**src/rtl/div_unit_if.sv**
```systemverilog
// Handshake and operand bundle between the EX-stage divider and its user.
// The slave side is the divider; the master side is the issuing pipeline stage.
interface div_unit_if;
    logic        start_i;
    logic        annul_i;
    logic        signed_div_i;
    logic [31:0] opdata1_i;
    logic [31:0] opdata2_i;
    logic [63:0] result_o;
    logic        ready_o;
    logic        stallreq_o;

    modport slave (
        input  start_i,
        input  annul_i,
        input  signed_div_i,
        input  opdata1_i,
        input  opdata2_i,
        output result_o,
        output ready_o,
        output stallreq_o
    );

    modport master (
        output start_i,
        output annul_i,
        output signed_div_i,
        output opdata1_i,
        output opdata2_i,
        input  result_o,
        input  ready_o,
        input  stallreq_o
    );
endinterface

```
**src/rtl/div_unit.sv**
```systemverilog
// Radix-2 restoring 32-bit signed/unsigned divider with EX-stage stall request.
// One quotient bit per cycle; result is {remainder, quotient}.
module div_unit (
    input  logic        clk,
    input  logic        rst,
    div_unit_if.slave   bus
);

    localparam logic [1:0] S_FREE   = 2'd0;
    localparam logic [1:0] S_BYZERO = 2'd1;
    localparam logic [1:0] S_ON     = 2'd2;
    localparam logic [1:0] S_END    = 2'd3;

    logic [1:0]  r_state;
    logic [5:0]  r_cnt;
    logic [63:0] r_work;
    logic [31:0] r_divisor;
    logic        r_sign1;
    logic        r_sign2;
    logic        r_signed;
    logic [63:0] r_result;
    logic        r_ready;

    logic [31:0] w_abs1;
    logic [31:0] w_abs2;
    logic [64:0] w_shift;
    logic [32:0] w_diff;
    logic [63:0] w_next;
    logic [31:0] w_quot_fix;
    logic [31:0] w_rem_fix;

    // Magnitudes of the incoming operands for the signed case
    always_comb begin
        w_abs1 = bus.opdata1_i;
        w_abs2 = bus.opdata2_i;
        if (bus.signed_div_i && bus.opdata1_i[31]) begin
            w_abs1 = ~bus.opdata1_i + 32'd1;
        end else begin
            w_abs1 = bus.opdata1_i;
        end
        if (bus.signed_div_i && bus.opdata2_i[31]) begin
            w_abs2 = ~bus.opdata2_i + 32'd1;
        end else begin
            w_abs2 = bus.opdata2_i;
        end
    end

    // One restoring step; partial remainder always stays below the divisor,
    // so the 33-bit difference sign is enough to decide the quotient bit.
    always_comb begin
        w_shift = {r_work, 1'b0};
        w_diff  = w_shift[64:32] - {1'b0, r_divisor};
        if (!w_diff[32]) begin
            w_next = {w_diff[31:0], w_shift[31:1], 1'b1};
        end else begin
            w_next = w_shift[63:0];
        end
    end

    // Sign correction: quotient negated on sign mismatch, remainder follows dividend
    always_comb begin
        w_quot_fix = r_work[31:0];
        w_rem_fix  = r_work[63:32];
        if (r_signed && (r_sign1 ^ r_sign2)) begin
            w_quot_fix = ~r_work[31:0] + 32'd1;
        end else begin
            w_quot_fix = r_work[31:0];
        end
        if (r_signed && r_sign1) begin
            w_rem_fix = ~r_work[63:32] + 32'd1;
        end else begin
            w_rem_fix = r_work[63:32];
        end
    end

    // Control FSM, iteration datapath and registered result
    always_ff @(posedge clk) begin
        if (rst) begin
            r_state   <= S_FREE;
            r_cnt     <= 6'd0;
            r_work    <= 64'd0;
            r_divisor <= 32'd0;
            r_sign1   <= 1'b0;
            r_sign2   <= 1'b0;
            r_signed  <= 1'b0;
            r_result  <= 64'd0;
            r_ready   <= 1'b0;
        end else begin
            case (r_state)
                S_FREE: begin
                    if (bus.start_i && !bus.annul_i) begin
                        if (bus.opdata2_i == 32'd0) begin
                            r_state <= S_BYZERO;
                        end else begin
                            r_state   <= S_ON;
                            r_work    <= {32'd0, w_abs1};
                            r_divisor <= w_abs2;
                            r_sign1   <= bus.opdata1_i[31];
                            r_sign2   <= bus.opdata2_i[31];
                            r_signed  <= bus.signed_div_i;
                            r_cnt     <= 6'd0;
                        end
                    end else begin
                        r_state <= S_FREE;
                    end
                end
                S_BYZERO: begin
                    r_state  <= S_END;
                    r_result <= 64'd0;
                    r_ready  <= 1'b1;
                end
                S_ON: begin
                    if (bus.annul_i) begin
                        r_state <= S_FREE;
                    end else if (r_cnt != 6'd32) begin
                        r_work <= w_next;
                        r_cnt  <= r_cnt + 6'd1;
                    end else begin
                        r_result <= {w_rem_fix, w_quot_fix};
                        r_ready  <= 1'b1;
                        r_state  <= S_END;
                    end
                end
                S_END: begin
                    if (!bus.start_i) begin
                        r_state  <= S_FREE;
                        r_result <= 64'd0;
                        r_ready  <= 1'b0;
                    end else begin
                        r_state <= S_END;
                    end
                end
                default: begin
                    r_state <= S_FREE;
                end
            endcase
        end
    end

    assign bus.result_o   = r_result;
    assign bus.ready_o    = r_ready;
    assign bus.stallreq_o = bus.start_i & ~r_ready;

endmodule

```
**src/flat_wrapper.sv**
```systemverilog
// flat-port wrapper written by rule: the top's interface ports become plain ports
module div_unit_flat 
  (clk, rst, bus_start_i, bus_annul_i, bus_signed_div_i, bus_opdata1_i, bus_opdata2_i, bus_result_o, bus_ready_o, bus_stallreq_o);
  div_unit_if bus_i ();
  input  logic clk;
  input  logic rst;
  input wire logic [$bits(bus_i.start_i)-1:0] bus_start_i;
  input wire logic [$bits(bus_i.annul_i)-1:0] bus_annul_i;
  input wire logic [$bits(bus_i.signed_div_i)-1:0] bus_signed_div_i;
  input wire logic [$bits(bus_i.opdata1_i)-1:0] bus_opdata1_i;
  input wire logic [$bits(bus_i.opdata2_i)-1:0] bus_opdata2_i;
  output wire logic [$bits(bus_i.result_o)-1:0] bus_result_o;
  output wire logic [$bits(bus_i.ready_o)-1:0] bus_ready_o;
  output wire logic [$bits(bus_i.stallreq_o)-1:0] bus_stallreq_o;
  assign bus_i.start_i = bus_start_i;
  assign bus_i.annul_i = bus_annul_i;
  assign bus_i.signed_div_i = bus_signed_div_i;
  assign bus_i.opdata1_i = bus_opdata1_i;
  assign bus_i.opdata2_i = bus_opdata2_i;
  assign bus_result_o = bus_i.result_o;
  assign bus_ready_o = bus_i.ready_o;
  assign bus_stallreq_o = bus_i.stallreq_o;
  div_unit u_core (.clk(clk), .rst(rst), .bus(bus_i));
endmodule
```
**config.mk**
```make
export PLATFORM = sky130hd
export DESIGN_NAME = div_unit_flat
export DESIGN_NICKNAME = d
export VERILOG_FILES = /design/src/rtl/div_unit_if.sv /design/src/rtl/div_unit.sv /design/src/flat_wrapper.sv
export SDC_FILE = /design/constraint.sdc
export NUM_CORES = 1
export LEC_CHECK = 0
export CAP_MARGIN = 20
export CORE_MARGIN = 2
export CORE_UTILIZATION = 50
export DETAILED_ROUTE_END_ITERATION = 8
export GPL_TIMING_DRIVEN = 1
export HOLD_SLACK_MARGIN = 0.12
export PLACE_DENSITY = 0.73
export SLEW_MARGIN = 20
export SYNTH_ARGS = -nofsm -noshare
export SYNTH_HDL_FRONTEND = slang
export SYNTH_SLANG_ARGS = --single-unit
```
**constraint.sdc**
```tcl
create_clock -name clk -period 3.7 [get_ports clk]
set_input_delay 0.74 -clock clk [delete_from_list [all_inputs] [get_ports clk]]
set_output_delay 0.74 -clock clk [all_outputs]
set_load 0.1 [all_outputs]
```
==> results of run 1 <==
-- registers in the layout, indices dropped and copies added (netlist names) --
| name | flops |
|---|---|
| u_core.r_state | 2 |
| u_core.r_sign2 | 1 |
| u_core.r_signed | 1 |
| u_core.bus.ready_o | 1 |
| u_core.bus.result_o | 64 |
| u_core.r_divisor | 32 |
| u_core.r_sign1 | 1 |
| u_core.r_work | 64 |
| u_core.r_cnt | 6 |
-- report_power, final --
group	total, uW	switching, uW	internal (uW)
logic	924	544	381
clock network	1900	864	1040
registers	1990	74.6	1910
total	4810	1480	3330
-- layout by cell type (no fill, tap or decap), types with 17 or more instances in the layout --
master / netlist / routed
ha_1: 38 / 38
xor2_1: 71 / 71
nand2_1: 103 / 103
clkbuf_16: 0 / 17
o21ai_0: 86 / 86
clkdlybuf4s50_1: 0 / 131
inv_1: 61 / 61
dfxtp_1: 172 / 172
a22oi_1: 47 / 47
xnor2_1: 72 / 72
o31ai_1: 18 / 18
a21oi_1: 113 / 112
nor3_1: 26 / 25
a211oi_1: 48 / 48
nor2_1: 192 / 191
nand3_1: 20 / 20
buf_4: 3 / 40
a22o_1: 21 / 21
-- layout make-up --
type / instances / area [um2]
multi-input cells: 1060 / 6770
clock inverters: 15 / 198
clock buffers: 17 / 425
fillers: 1868 / 7940
well taps: 275 / 344
flip-flops and latches: 172 / 3440
repair buffers: 174 / 1670
inverters: 61 / 229
-- cell families after synthesis --
group	share of synthesized area
AOI/OAI and AO/OA	0.266
xor gates and xnor gates	0.117
adders and majority gates	0.0462
buffers and inverters	0.0525
DFF	0.321
muxes	0.0103
and+or+nand+nor	0.187
-- through the flow --
stage | setup slack (ns) | power, uW | hold slack [ns]
after floorplan | 0.788 | 2640 | 0.446
after global placement | 0.180 | 2930 | 0.467
after detailed placement | 0.113 | 2940 | 0.477
after CTS | 0.512 | 4810 | 0.488
after global routing | 0.195 | 5020 | 0.504
final | 0.436 | 4810 | 0.490
-- metal layers --
metal	wire, um	GRT usage
met5	0	0
met4	680	0.0840
met3	1600	0.0567
met2	13500	0.415
met1	14800	0.393
-- worst min-delay path by stage --
stage	startpoint	end	slack (ns)	cells after the start
after floorplan	u_core.r_divisor[31]	u_core.r_divisor[31]	0.45	2
after global placement	u_core.r_divisor[31]	u_core.r_divisor[31]	0.47	2
after detailed placement	u_core.r_divisor[31]	u_core.r_divisor[31]	0.48	2
after CTS	u_core.r_divisor[31]	u_core.r_divisor[31]	0.49	2
after global routing	u_core.r_divisor[31]	u_core.r_divisor[31]	0.50	2
final	u_core.bus.result_o[59]	u_core.bus.result_o[59]	0.49	1
==> flow_summary.ini, run 1 <==
[grt]
grt_antenna_before_repair = 0
grt_max_degree = 67
grt_overflow = 0
grt_usage = 0.275
grt_pass1_vias = 9328
grt_pass1_wl_mm = 49.1

[worst_setup_path]
r2r_start = u_core.r_work[32]
critPathKind = flip-flop to flip-flop
reg2reg_to = u_core.r_work[37]
slowest_stage = dfxtp_1
worstSetupStartpointType = flip-flop
crit_start = u_core.r_work[32]
cp-end-kind = flip-flop
crit_family = compound AO/OA/AOI/OAI gates
critPathBufInv = 2
cp.depth = 12
worstPathArrival_ns = 3.62
endpoint = u_core.r_work[37]
required_ns = 4.06
rrSetupSlack_ns = 0.44
r2r_cells = 12
path_cells = inv_1, fa_1, nand2b_1, a211oi_1, o21ai_0, nand4bb_1, and3_1, o22ai_4, buf_12, nor3b_1, a21oi_1, o21ai_0
path_common_cell = o21ai_0
critPathMaxStageDelay_ns = 0.54
critPathMaxFanout = 33

[clocking]
cts_max_level = 4
cts.sinks = 172
cts_inserted_buffers = 17
cts_hold_buf = 0
root_buffer = clkbuf_16
cts_tree = yes
cts_resized = 0
cts_buffer_depth = 2
path_clk_slew_ns = 0.07
clock_latency_ns = 0.44
post-cts-setup-buffer-count = 0

[logic_synthesis]
synthCells = 1374
ys_ff_latch = 172
synth_edf_count = 0
synth_common_cells = nor2_1, dfxtp_1, a21oi_1
synth_top_area_share = 0.321
yosys.cell_count.top_type = nor2_1
syn-num-nets = 1482
synth_ff_type = dfxtp_1
synthArstFlopShare = 0
synth-seq-area-share = 0.321
ys.warnings.count = 0
netlist-cell-type-count = 68
syn_area_per_cell_um2 = 7.80
synth_area_leaders = dfxtp_1, nor2_1, xnor2_1, xor2_1, a21oi_1
synth_area_um2 = 10700
yosys.area.top_type = dfxtp_1

[routing]
drt_iter0_drc = 817
first_pass_iters = 5
avgViaCountPerCell = 5.76
routedWlPerCell_um = 17.2
wirelength_mm = 30.5
remaining_drc_errors = 0
antenna_left = 0
vias = 10200

[sta]
period_minus_slack_ns = 3.26
rsz0062_at_grt = no
timing.fmax_mhz = 306
hold_violations = 0
post-route-period-util = 0.882
finalSetupViolCount = 0
finalSetupTns_ns = 0
relSlewSlack = 0.308
tightest_slew_ns = 1.03
skew_ns = 0.0108
report.final.slew_viol_count = 0

[power]
power.density_nw_per_um2 = 368
leakage_uw = 0.00504
peakVddDrop_mv = 0.305

[floorplanning]
dieWidth_um = 150
start_util = 0.510
chipHeight_um = 150
core_area_um2 = 21000
fp-row-count = 53
fp.dieArea_um2 = 22600
num_io_pins = 135

[layout]
finalInstanceArea_um2 = 13100
layout.cells.non_filler = 1774
drive_gt1_frac = 0.0660
nets = 1594
diodes = 0
utilization = 0.622
syn2layout_area_growth_pct = 22.0

[run]
cap_violations = 0

[placement]
io_buffers = 134
place_area_um2 = 12500
dp.cells = 1742
finalWeightedCongestion = 0.934
dpl.hpwl_mm = 23.4

[status]
status = finished clean

[hold_path]
hold_path.class = flip-flop to flip-flop
No activity file was read; power rests on OpenSTA's default activity.
==> inputs of run 2 (changes only) <==
CORE_UTILIZATION = 30   (was 50)
PLACE_DENSITY = not set   (was 0.73)
==> run 2 against run 1 <==
- sequential share of layout area decreased by 0.45 points
- largest power group unchanged
- via count is 1.2% lower
- global-route usage shrank 10 points
- clock skew rose by 0.00096 ns
- fmax fell by 2.6%
- sequential power hardly changed
- register-to-register slack got worse by 0.09 ns
- routed wire length increased by 7.3%
==> flow_summary.ini, run 2 (synthesis gave the netlist of run 1 again) <==
[sta]
period_minus_slack_ns = 3.35
hold_violations = 0
timing.fmax_mhz = 299
finalWorstSetupSlack_ns = 0.350
report.final.slew_viol_count = 0
finalSetupTns_ns = 0
tightest_slew_ns = 1.07
skew_ns = 0.0118
finalSetupViolCount = 0
relSlewSlack = 0.287
post-route-period-util = 0.905
rsz0062_at_grt = no

[power]
switchingPower_uw = 1440
swShare = 0.301
combPwrFrac = 0.195
p_seq_frac = 0.415
internal_power_uw = 3340
clkPwrFrac = 0.390
power.density_nw_per_um2 = 359
peakVddDrop_mv = 0.245
leakage_uw = 0.00504

[placement]
dp_slack_ns = 0.172
finalWeightedCongestion = 0.874
io_buffers = 134
dpl.hpwl_mm = 25.4

[status]
status = finished clean

[routing]
vias = 10100
routedWlPerCell_um = 16.7
drt_iter0_drc = 603
first_pass_iters = 5
antenna_left = 0
wirelength_mm = 32.8
remaining_drc_errors = 0
avgViaCountPerCell = 5.15

[floorplanning]
fp.dieArea_um2 = 37300
dieWidth_um = 193
core_area_um2 = 35400
fp-row-count = 69
chipHeight_um = 193
num_io_pins = 135
start_util = 0.303

[clocking]
cts_resized = 0
root_buffer = clkbuf_16
clock_latency_ns = 0.44
cts_tree = yes
cts_inserted_buffers = 17
path_clk_slew_ns = 0.07
cts_max_level = 4
post-cts-setup-buffer-count = 0
cts_hold_buf = 0
cts.sinks = 172
cts_buffer_depth = 2

[worst_setup_path]
rrSetupSlack_ns = 0.35
required_ns = 4.01
worstPathArrival_ns = 3.66
critPathMaxFanout = 11
worstSetupStartpointType = flip-flop
critPathKind = flip-flop to flip-flop
cp-end-kind = flip-flop

[grt]
grt_pass1_wl_mm = 51.1
grt_usage = 0.174
grt_pass1_vias = 9299
grt_max_degree = 67
grt_antenna_before_repair = 0
grt_overflow = 0

[layout]
nets = 1595
diodes = 0
drive_gt1_frac = 0.0667
final_common_cell = nor2_1
utilization = 0.376
final_cell_mix = nor2_1, dfxtp_1, clkdlybuf4s50_1
syn2layout_area_growth_pct = 24.2

[run]
cap_violations = 0

[hold_path]
hold_path.class = flip-flop to flip-flop
## run 2: worst max-delay path, stage by stage, from the launching register on
cell       delay [ns]
dfxtp_1          0.39
inv_1            0.06
ha_1             0.21
fa_1             0.41
nand2b_1         0.18
a211oi_1         0.33
o21ai_0          0.21
nand4bb_1        0.20
a21oi_1          0.13
o22ai_4          0.40
buf_4            0.27
o21ai_0          0.13
a21oi_1          0.22
a211oi_1         0.08
## run 2: power groups by stage
| stage | logic, uW | clock network (uW) | registers, uW |
|---|---|---|---|
| finish | 932 | 1870 | 1980 |
| global route | 1030 | 1970 | 1990 |
| CTS | 930 | 1910 | 1980 |
| detailed placement | 927 | 0 | 2030 |
| global placement | 920 | 0 | 2020 |
| floorplan | 640 | 0 | 2000 |
## run 2: cell type report
cell class / count / area (um2)
Timing Repair Buffer: 175 / 1680
Inverter: 61 / 229
Fill cell: 3626 / 22100
Tap cell: 461 / 577
Multi-Input combinational cell: 1060 / 6770
Sequential cell: 172 / 3440
Clock inverter: 13 / 156
Clock buffer: 19 / 453
## run 2: metrics by stage
step           std cells  area [um2]  hold WS (ns)  power (uW)
3_3_place_gp        1929       12700         0.468        2940
5_1_grt             1961       13300         0.495        5000
6_report            1961       13300         0.481        4780
4_1_cts             1961       13300         0.479        4820
3_5_place_dp        1929       12700         0.467        2950
2_1_floorplan       1374       10700         0.446        2640
## run 2: path summary, 6_finish.rpt
check / start / to / cells past startpoint
max: u_core.r_work[31] / u_core.r_work[0] / 13
min: u_core.r_divisor[31] / u_core.r_divisor[31] / 2
max reg2reg: u_core.r_work[31] / u_core.r_work[0] / 13
min reg2reg: u_core.r_divisor[31] / u_core.r_divisor[31] / 2
## run 2: metal layers
| metal | routed length [um] | vias to the layer above | global-route usage |
|---|---|---|---|
| li1 | - | 5155 | - |
| met5 | 0 | - | 0 |
| met1 | 16100 | 4710 | 0.247 |
| met4 | 394 | 0 | 0.0408 |
| met3 | 1500 | 24 | 0.0259 |
| met2 | 14800 | 208 | 0.278 |
==> inputs of run 3 (changes only) <==
ABC_CLOCK_PERIOD_IN_PS = 3700   (was not set)
==> results of run 3 <==
Final layout, timing and power as in run 2 (identical DEF).
